[config.mk]
export PLATFORM = sky130hd
export DESIGN_NAME = hatch_ctrl
export DESIGN_NICKNAME = d
export VERILOG_FILES = /design/src/rtl/hatch_ctrl.sv
export SDC_FILE = /design/constraint.sdc
export NUM_CORES = 1
export LEC_CHECK = 0
export CAP_MARGIN = 20
export CORE_MARGIN = 1
export CORE_UTILIZATION = 39
export DETAILED_ROUTE_END_ITERATION = 16
export GPL_TIMING_DRIVEN = 1
export HOLD_SLACK_MARGIN = 0.08
export PLACE_DENSITY = 0.58
export SLEW_MARGIN = 5
export SYNTH_ARGS = -nofsm -noshare
export SYNTH_HDL_FRONTEND = slang
export SYNTH_SLANG_ARGS = --single-unit
[constraint.sdc]
create_clock -name clk -period 1.8 [get_ports clk]
set_input_delay 0.36 -clock clk [delete_from_list [all_inputs] [get_ports clk]]
set_output_delay 0.36 -clock clk [all_outputs]
set_load 0.03 [all_outputs]
[src/rtl/hatch_ctrl.sv]
// hatch_ctrl: incubator hatch-stage sequencer with a temperature hold and fault timeout.
module hatch_ctrl #(
   parameter int CLK_HZ     = 1000,
   parameter int STAGE_SEC  = 3,
   parameter int LAST_STAGE = 11,
   parameter int FAULT_SEC  = 5
) (
   input  logic       clk,
   input  logic       rst,
   input  logic       start,
   input  logic       heat_ok,
   output logic [3:0] num,
   output logic       st,
   output logic       temp,
   output logic       done,
   output logic       fail
);
   localparam int PW = CLK_HZ > 1 ? $clog2(CLK_HZ) : 1;
   localparam int SW = $clog2(STAGE_SEC + 1);
   localparam int FW = $clog2(FAULT_SEC + 1);
   typedef enum logic [2:0] {IDLE, HATCH, HOLD, DONE, FAIL} state_t;
   state_t state, state_n;
   logic [PW-1:0] presc, presc_n;
   logic [SW-1:0] stage_sec, stage_n;
   logic [FW-1:0] fault_sec, fault_n;
   logic [3:0] num_n;
   logic start_q, armed, start_edge, tick;
   // armed stays low after reset until start is seen low, so a held key cannot restart
   assign start_edge = start & ~start_q & armed;
   assign tick = presc == PW'(CLK_HZ - 1);
   always_comb begin
      state_n = state;
      presc_n = '0;
      stage_n = stage_sec;
      fault_n = fault_sec;
      num_n = num;
      if (start_edge) begin
         state_n = state == IDLE ? HATCH : IDLE;
         num_n = '0;
         stage_n = '0;
         fault_n = '0;
      end else if (state == HATCH || state == HOLD) begin
         presc_n = tick ? '0 : presc + 1'b1;
         if (state == HATCH && !heat_ok) begin
            state_n = HOLD;
            fault_n = '0;
         end else if (state == HOLD && heat_ok) begin
            state_n = HATCH;
            fault_n = '0;
         end else if (tick && state == HATCH) begin
            if (stage_sec == SW'(STAGE_SEC - 1)) begin
               stage_n = '0;
               num_n = num + 1'b1;
               state_n = (num + 1'b1) == 4'(LAST_STAGE) ? DONE : HATCH;
            end else begin
               stage_n = stage_sec + 1'b1;
            end
         end else if (tick) begin
            state_n = fault_sec == FW'(FAULT_SEC - 1) ? FAIL : HOLD;
            fault_n = fault_sec == FW'(FAULT_SEC - 1) ? fault_sec : fault_sec + 1'b1;
         end
      end else if (state == DONE) begin
         num_n = 4'(LAST_STAGE);
      end
   end
   always_ff @(posedge clk) begin
      if (rst) begin
         state <= IDLE;
         presc <= '0;
         stage_sec <= '0;
         fault_sec <= '0;
         num <= '0;
         start_q <= 1'b0;
         armed <= 1'b0;
         st <= 1'b0;
         temp <= 1'b0;
         done <= 1'b0;
         fail <= 1'b0;
      end else begin
         state <= state_n;
         presc <= presc_n;
         stage_sec <= stage_n;
         fault_sec <= fault_n;
         num <= num_n;
         start_q <= start;
         armed <= armed | ~start;
         st <= state_n != IDLE;
         temp <= state_n == HOLD || state_n == FAIL;
         done <= state_n == DONE;
         fail <= state_n == FAIL;
      end
   end
endmodule

==> results.cfg, run 1 <==
[global_routing]
grt_pass1_vias = 1146
grtUsageMet3 = 0.01919
grt_start_max_net_pins = 17
grt_use_total = 0.1772
grt_use_met2 = 0.3250
met1_usage = 0.2098
gr-total-overflow = 0
antenna_found_initial = 0
busiest_layer = met2
grt_pass1_wl_um = 4836

[setup_path]
worst-path-buf-inv = 0
r2r_end = temp
setup.worst_path.start_class = register
endpoint = temp
rrSetupSlack_ps = 70
r2r_start = presc[3]
r2r_cells = 6
crit_cells = 6
max_stage_delay_ps = 400
slowest_stage = or3_1
crit_fanout = 6
startpoint = presc[3]
critical_path.cell_chain = nor3b_4 > and4_4 > a31oi_1 > a31o_1 > or3_1 > a21oi_1
end_kind = register
crit_required_ps = 2080
crit_type = register to register
cpLargestDelayFamily = simple AND/OR/NAND/NOR gates
arrival_ps = 2000

[drt]
post_drt_wl_per_cell_um = 11.76
num_vias = 1222
drc = 0
drtIter0Drc = 73
antenna_left = 0
routed_wl_um = 2846
drtPass1Iterations = 4
via_per_inst = 5.050

[floorplanning]
design.die.area_um2 = 3645
core_area_um2 = 3153
io_pins = 12
start_util = 0.4214
die_w_um = 60.37
die_y_um = 60.37
num_rows = 20

[cells_and_area]
fillers = 327
layout-drive-gt1-share = 0.2727
layout_common_cells = 30 x buf_4, 27 x nor2_1, 19 x dfxtp_1, 10 x nand2_1, 10 x a21oi_1
multi_input_area_um2 = 745.7
final_common_cell = buf_4
final_cells = 242
register_area_um2 = 576.8
diodes = 0
fin_area_um2 = 1788
final_nets = 208
area_growth_pct = 34.56

[placement]
pre_cts_slack_ps = -277.8
port_buffers = 11
place_area_um2 = 1689
gp_congestion = 0.8764
dp_hpwl_um = 2198
placed_cells = 236

[power]
power_density_nw_per_um2 = 593.0
pwr-share-clk = 0.332
switchingPower_w = 0.0002269
comb_power_share = 0.075
power_frac_seq = 0.593
p_leak_nw = 0.7028
ir_drop_v = 0.0002983
swShare = 0.2140
p_int_w = 0.0008333

[run_status]
outcome = complete, no violations

[sta]
fin_crit_sh = 0.9585
tightest_slew_ps = 343.6
hold_viol_final = 0
finalCriticalPeriod_ps = 1725
clock.fmax_ghz = 0.5796
fin_ws_ps = 74.64
slew_headroom = 0.7701
rsz0062_at_grt = no
final-max-slew-violation-count = 0
skew_ps = 8.517
fin_tns_setup_ps = 0
hold_slack_ps = 467.4
setup_viol = 0

[clock_network]
numCtsBuffers = 3
cts-root-buf = clkbuf_4
clkTransAtPathRegs_ps = 150
postCtsHoldBufs = 0
tritoncts = yes
worst_skew_pair.late_latency_ps = 330
cts_num_sinks = 28
htree_num_levels = 1
clk_path_buf_depth = 2

[synth]
syn_inst = 157
synth_top_area_cell = dfxtp_1
ys_seq_area_frac = 0.4218
synth_area_per_cell_um2 = 8.464
yosys.cell_types.count = 35
synthDominantCellAreaShare = 0.4218
synthesis.area_um2 = 1329
ys_ff_latch = 28
yosysWarnings = 0
synth_area_leaders = dfxtp_1 42%, nor2_1 7.6%, ha_1 4.7%
syn_nets = 166

[min_path]
hp-class = register to register

[flow_run]
max_cap_viol_count = 0
==> layout make-up <==
class                   count  share of cell area
inverters                   8             0.01680
multi-input cells         117              0.4171
flip-flops and latches     28              0.3226
well taps                  44             0.03079
clock buffers               4             0.02659
repair buffers             41              0.1861
==> worst min path at each step <==
stage / depth (start not counted) / startpoint / endpoint
finish: 2 / armed / armed
global route: 2 / armed / armed
CTS: 2 / armed / armed
detailed placement: 2 / armed / armed
global placement: 2 / armed / armed
floorplan: 2 / armed / armed
==> repair_timing <==
action                                  CTS  global route
endpoints found under the setup margin    9             6
gates cloned                              0             0
setup buffers                             1             1
hold endpoints to repair                  0             0
gates resized for setup                   8            12
pin swaps                                 1             6
==> tightest hold or removal path, delay by kind of cell (launching register included) <==
kind	cells	cell delay (ps)
buf+inv	1	50
flops	1	340
compound gates	1	50
==> synthesized netlist by cell type (all sizes together) <==
library cell / count
a31oi: 4
o21ai: 5
o311ai: 1
a21oi: 11
o2bb2ai: 1
and2b: 1
a41oi: 1
nor3b: 2
nand4: 1
nor2b: 3
dfxtp: 28
nand3: 6
nand2: 10
and4: 2
xor2: 4
or3b: 2
and3: 5
nor3: 4
a211oi: 1
or3: 1
o221ai: 1
nand2b: 1
xnor2: 7
a311oi: 3
o21a: 1
nor2: 27
a31o: 1
buf: 2
inv: 8
or2: 3
ha: 5
nand3b: 3
clkbuf: 2
==> power groups by stage <==
stage / Sequential [W] / Combinational, W / Clock (W)
5_1_grt: 0.000629 / 0.0000881 / 0.000383
3_3_place_gp: 0.000641 / 0.0000765 / 0
4_1_cts: 0.000628 / 0.0000785 / 0.000362
3_5_place_dp: 0.000642 / 0.0000778 / 0
6_report: 0.000628 / 0.0000797 / 0.000352
2_1_floorplan: 0.000643 / 0.0000369 / 0
==> state kept, by name (all words and copies together), names as in the netlist <==
name	cells
presc	10
num	4
fault_sec	3
state	3
stage_sec	2
armed	1
done	1
fail	1
st	1
start_q	1
temp	1
==> per-stage QoR <==
| stage | total power (W) | util |
|---|---|---|
| finish | 0.001060 | 0.5671 |
| global route | 0.001100 | 0.5671 |
| CTS | 0.001069 | 0.5540 |
| detailed placement | 0.0007193 | 0.5357 |
| global placement | 0.0007175 | 0.5357 |
| floorplan | 0.0006804 | - |
==> metal layers <==
metal / vias up / routed length (um)
met5: - / 0
met4: 0 / 27
met3: 4 / 46
met2: 12 / 1469
met1: 574 / 1303
li1: 632 / -
==> logic make-up (layout without fill, tap and decap cells) <==
logic type                 after synthesis  count (layout)  synth area share
and+or+nand+nor                         71              71            0.2731
AOI/OAI and AO/OA                       30              30            0.1460
DFF                                     28              28            0.4218
buffers and inverters                   12              53           0.03955
xor gates and xnor gates                11              11           0.07250
adders and majority gates                5               5           0.04708
Note: power is estimated with default switching activity, not from simulation.
==> run 2: changes to the inputs <==
- CTS_CLUSTER_DIAMETER: default -> 200
- RECOVER_POWER: default -> 25
==> results.cfg, run 2 (synthesized netlist as in run 1, its figures left out) <==
[clock_network]
cts_num_sinks = 28
cts-root-buf = clkbuf_4
htree_num_levels = 1
numCtsBuffers = 3
tritoncts = yes
clkTransAtPathRegs_ps = 160
clk_path_buf_depth = 2
postCtsHoldBufs = 0
worst_skew_pair.late_latency_ps = 330

[placement]
placed_cells = 236
dp_hpwl_um = 2198
gp_congestion = 0.8764
port_buffers = 11

[cells_and_area]
layout_common_cells = 27 x nor2_1, 26 x buf_4, 19 x dfxtp_1, 10 x nand2_1, 10 x a21oi_1
area_growth_pct = 33.52
diodes = 0
final_cells = 242
final_common_cell = nor2_1
reg_top3 = presc x10, num x4
final_nets = 208
largest_register_ffs = 10
largest_register = presc
layout-drive-gt1-share = 0.2576

[sta]
fin_crit_sh = 0.9582
hold_viol_final = 0
clock.fmax_ghz = 0.5798
setup_viol = 0
tightest_slew_ps = 433.0
slew_headroom = 0.7113
final-max-slew-violation-count = 0
skew_ps = 12.35
finalCriticalPeriod_ps = 1725

[global_routing]
grt_pass1_wl_um = 4836
gr-total-overflow = 0
grt_pass1_vias = 1146
grt_use_total = 0.1772
antenna_found_initial = 0
grt_start_max_net_pins = 17

[floorplanning]
num_rows = 20
design.die.area_um2 = 3645
core_area_um2 = 3153
die_y_um = 60.37
die_w_um = 60.37
start_util = 0.4214
io_pins = 12

[min_path]
hp-class = register to register

[setup_path]
crit_type = register to register
setup.worst_path.start_class = register
crit_fanout = 6
end_kind = register
crit_required_ps = 2080
arrival_ps = 2000

[drt]
drtIter0Drc = 65
routed_wl_um = 2858
num_vias = 1222
post_drt_wl_per_cell_um = 11.81
via_per_inst = 5.050
drtPass1Iterations = 4
antenna_left = 0
drc = 0

[power]
power_density_nw_per_um2 = 596.5
p_leak_nw = 0.6925
power_w = 0.001058
ir_drop_v = 0.0002983

[run_status]
outcome = complete, no violations

[flow_run]
max_cap_viol_count = 0
run 2: changes by cell type in the layout (fill, tap and decap cells not counted), sizes merged:
cell and change:
dlygate4sd3 +2, clkbuf +4, buf -4, clkdlybuf4s50 -2
run 2: worst max-delay path: stages, from the launching register on:
cell and delay (ps):
dfxtp_2 370, ha_2 210, and4_4 270, a31oi_1 90, a31o_1 210, or3_1 400, a21oi_1 140
run 2: per-stage QoR:
step	setup TNS [ps]	hold WS, ps	worst slack, ps	area (um^2)	util
after global placement	-1351	436.8	-255.8	1689	0.5357
after detailed placement	-1781	447.2	-277.8	1689	0.5357
after floorplan	0	424.0	52.68	1336	-
final	0	470.1	75.24	1774	0.5627
after global routing	-0.6684	483.9	-0.6684	1774	0.5627
after CTS	0	468.2	24.54	1747	0.5540
run 2: timing repair:
item,in CTS,in global routing
endpoints found under the setup margin,9,6
pin swaps,1,6
setup buffers,1,1
endpoints found under the hold margin,0,0
gates resized for setup,8,12
run 2: cell type report:
class	instances	area (um^2)
clock buffer	4	47.55
fill	329	1379
multi-input combinational	117	745.7
inverter	8	30.03
tap	44	55.05
sequential	28	576.8
timing repair buffer	41	319.1
run 2: where the power goes:
group / total, W / switching [W] / internal (W) / leakage, nW
registers: 0.000628 / 0.00000422 / 0.000624 / 0.232
logic: 0.0000745 / 0.0000400 / 0.0000344 / 0.435
clock network: 0.000356 / 0.000186 / 0.000170 / 0.0261
run 2: worst paths after layout:
kind	start	endpoint	slack (ps)	depth (start not counted)
worst max-delay path	presc[1]	temp	80	6
worst min-delay path	armed	armed	470	2
worst min register to register	armed	armed	470	2
worst max register to register	presc[1]	temp	80	6
run 2: layer usage:
layer | wire [um] | GRT usage
met5 | 0 | 0
met4 | 27 | 0.06977
met3 | 52 | 0.01919
met2 | 1467 | 0.3250
met1 | 1310 | 0.2098
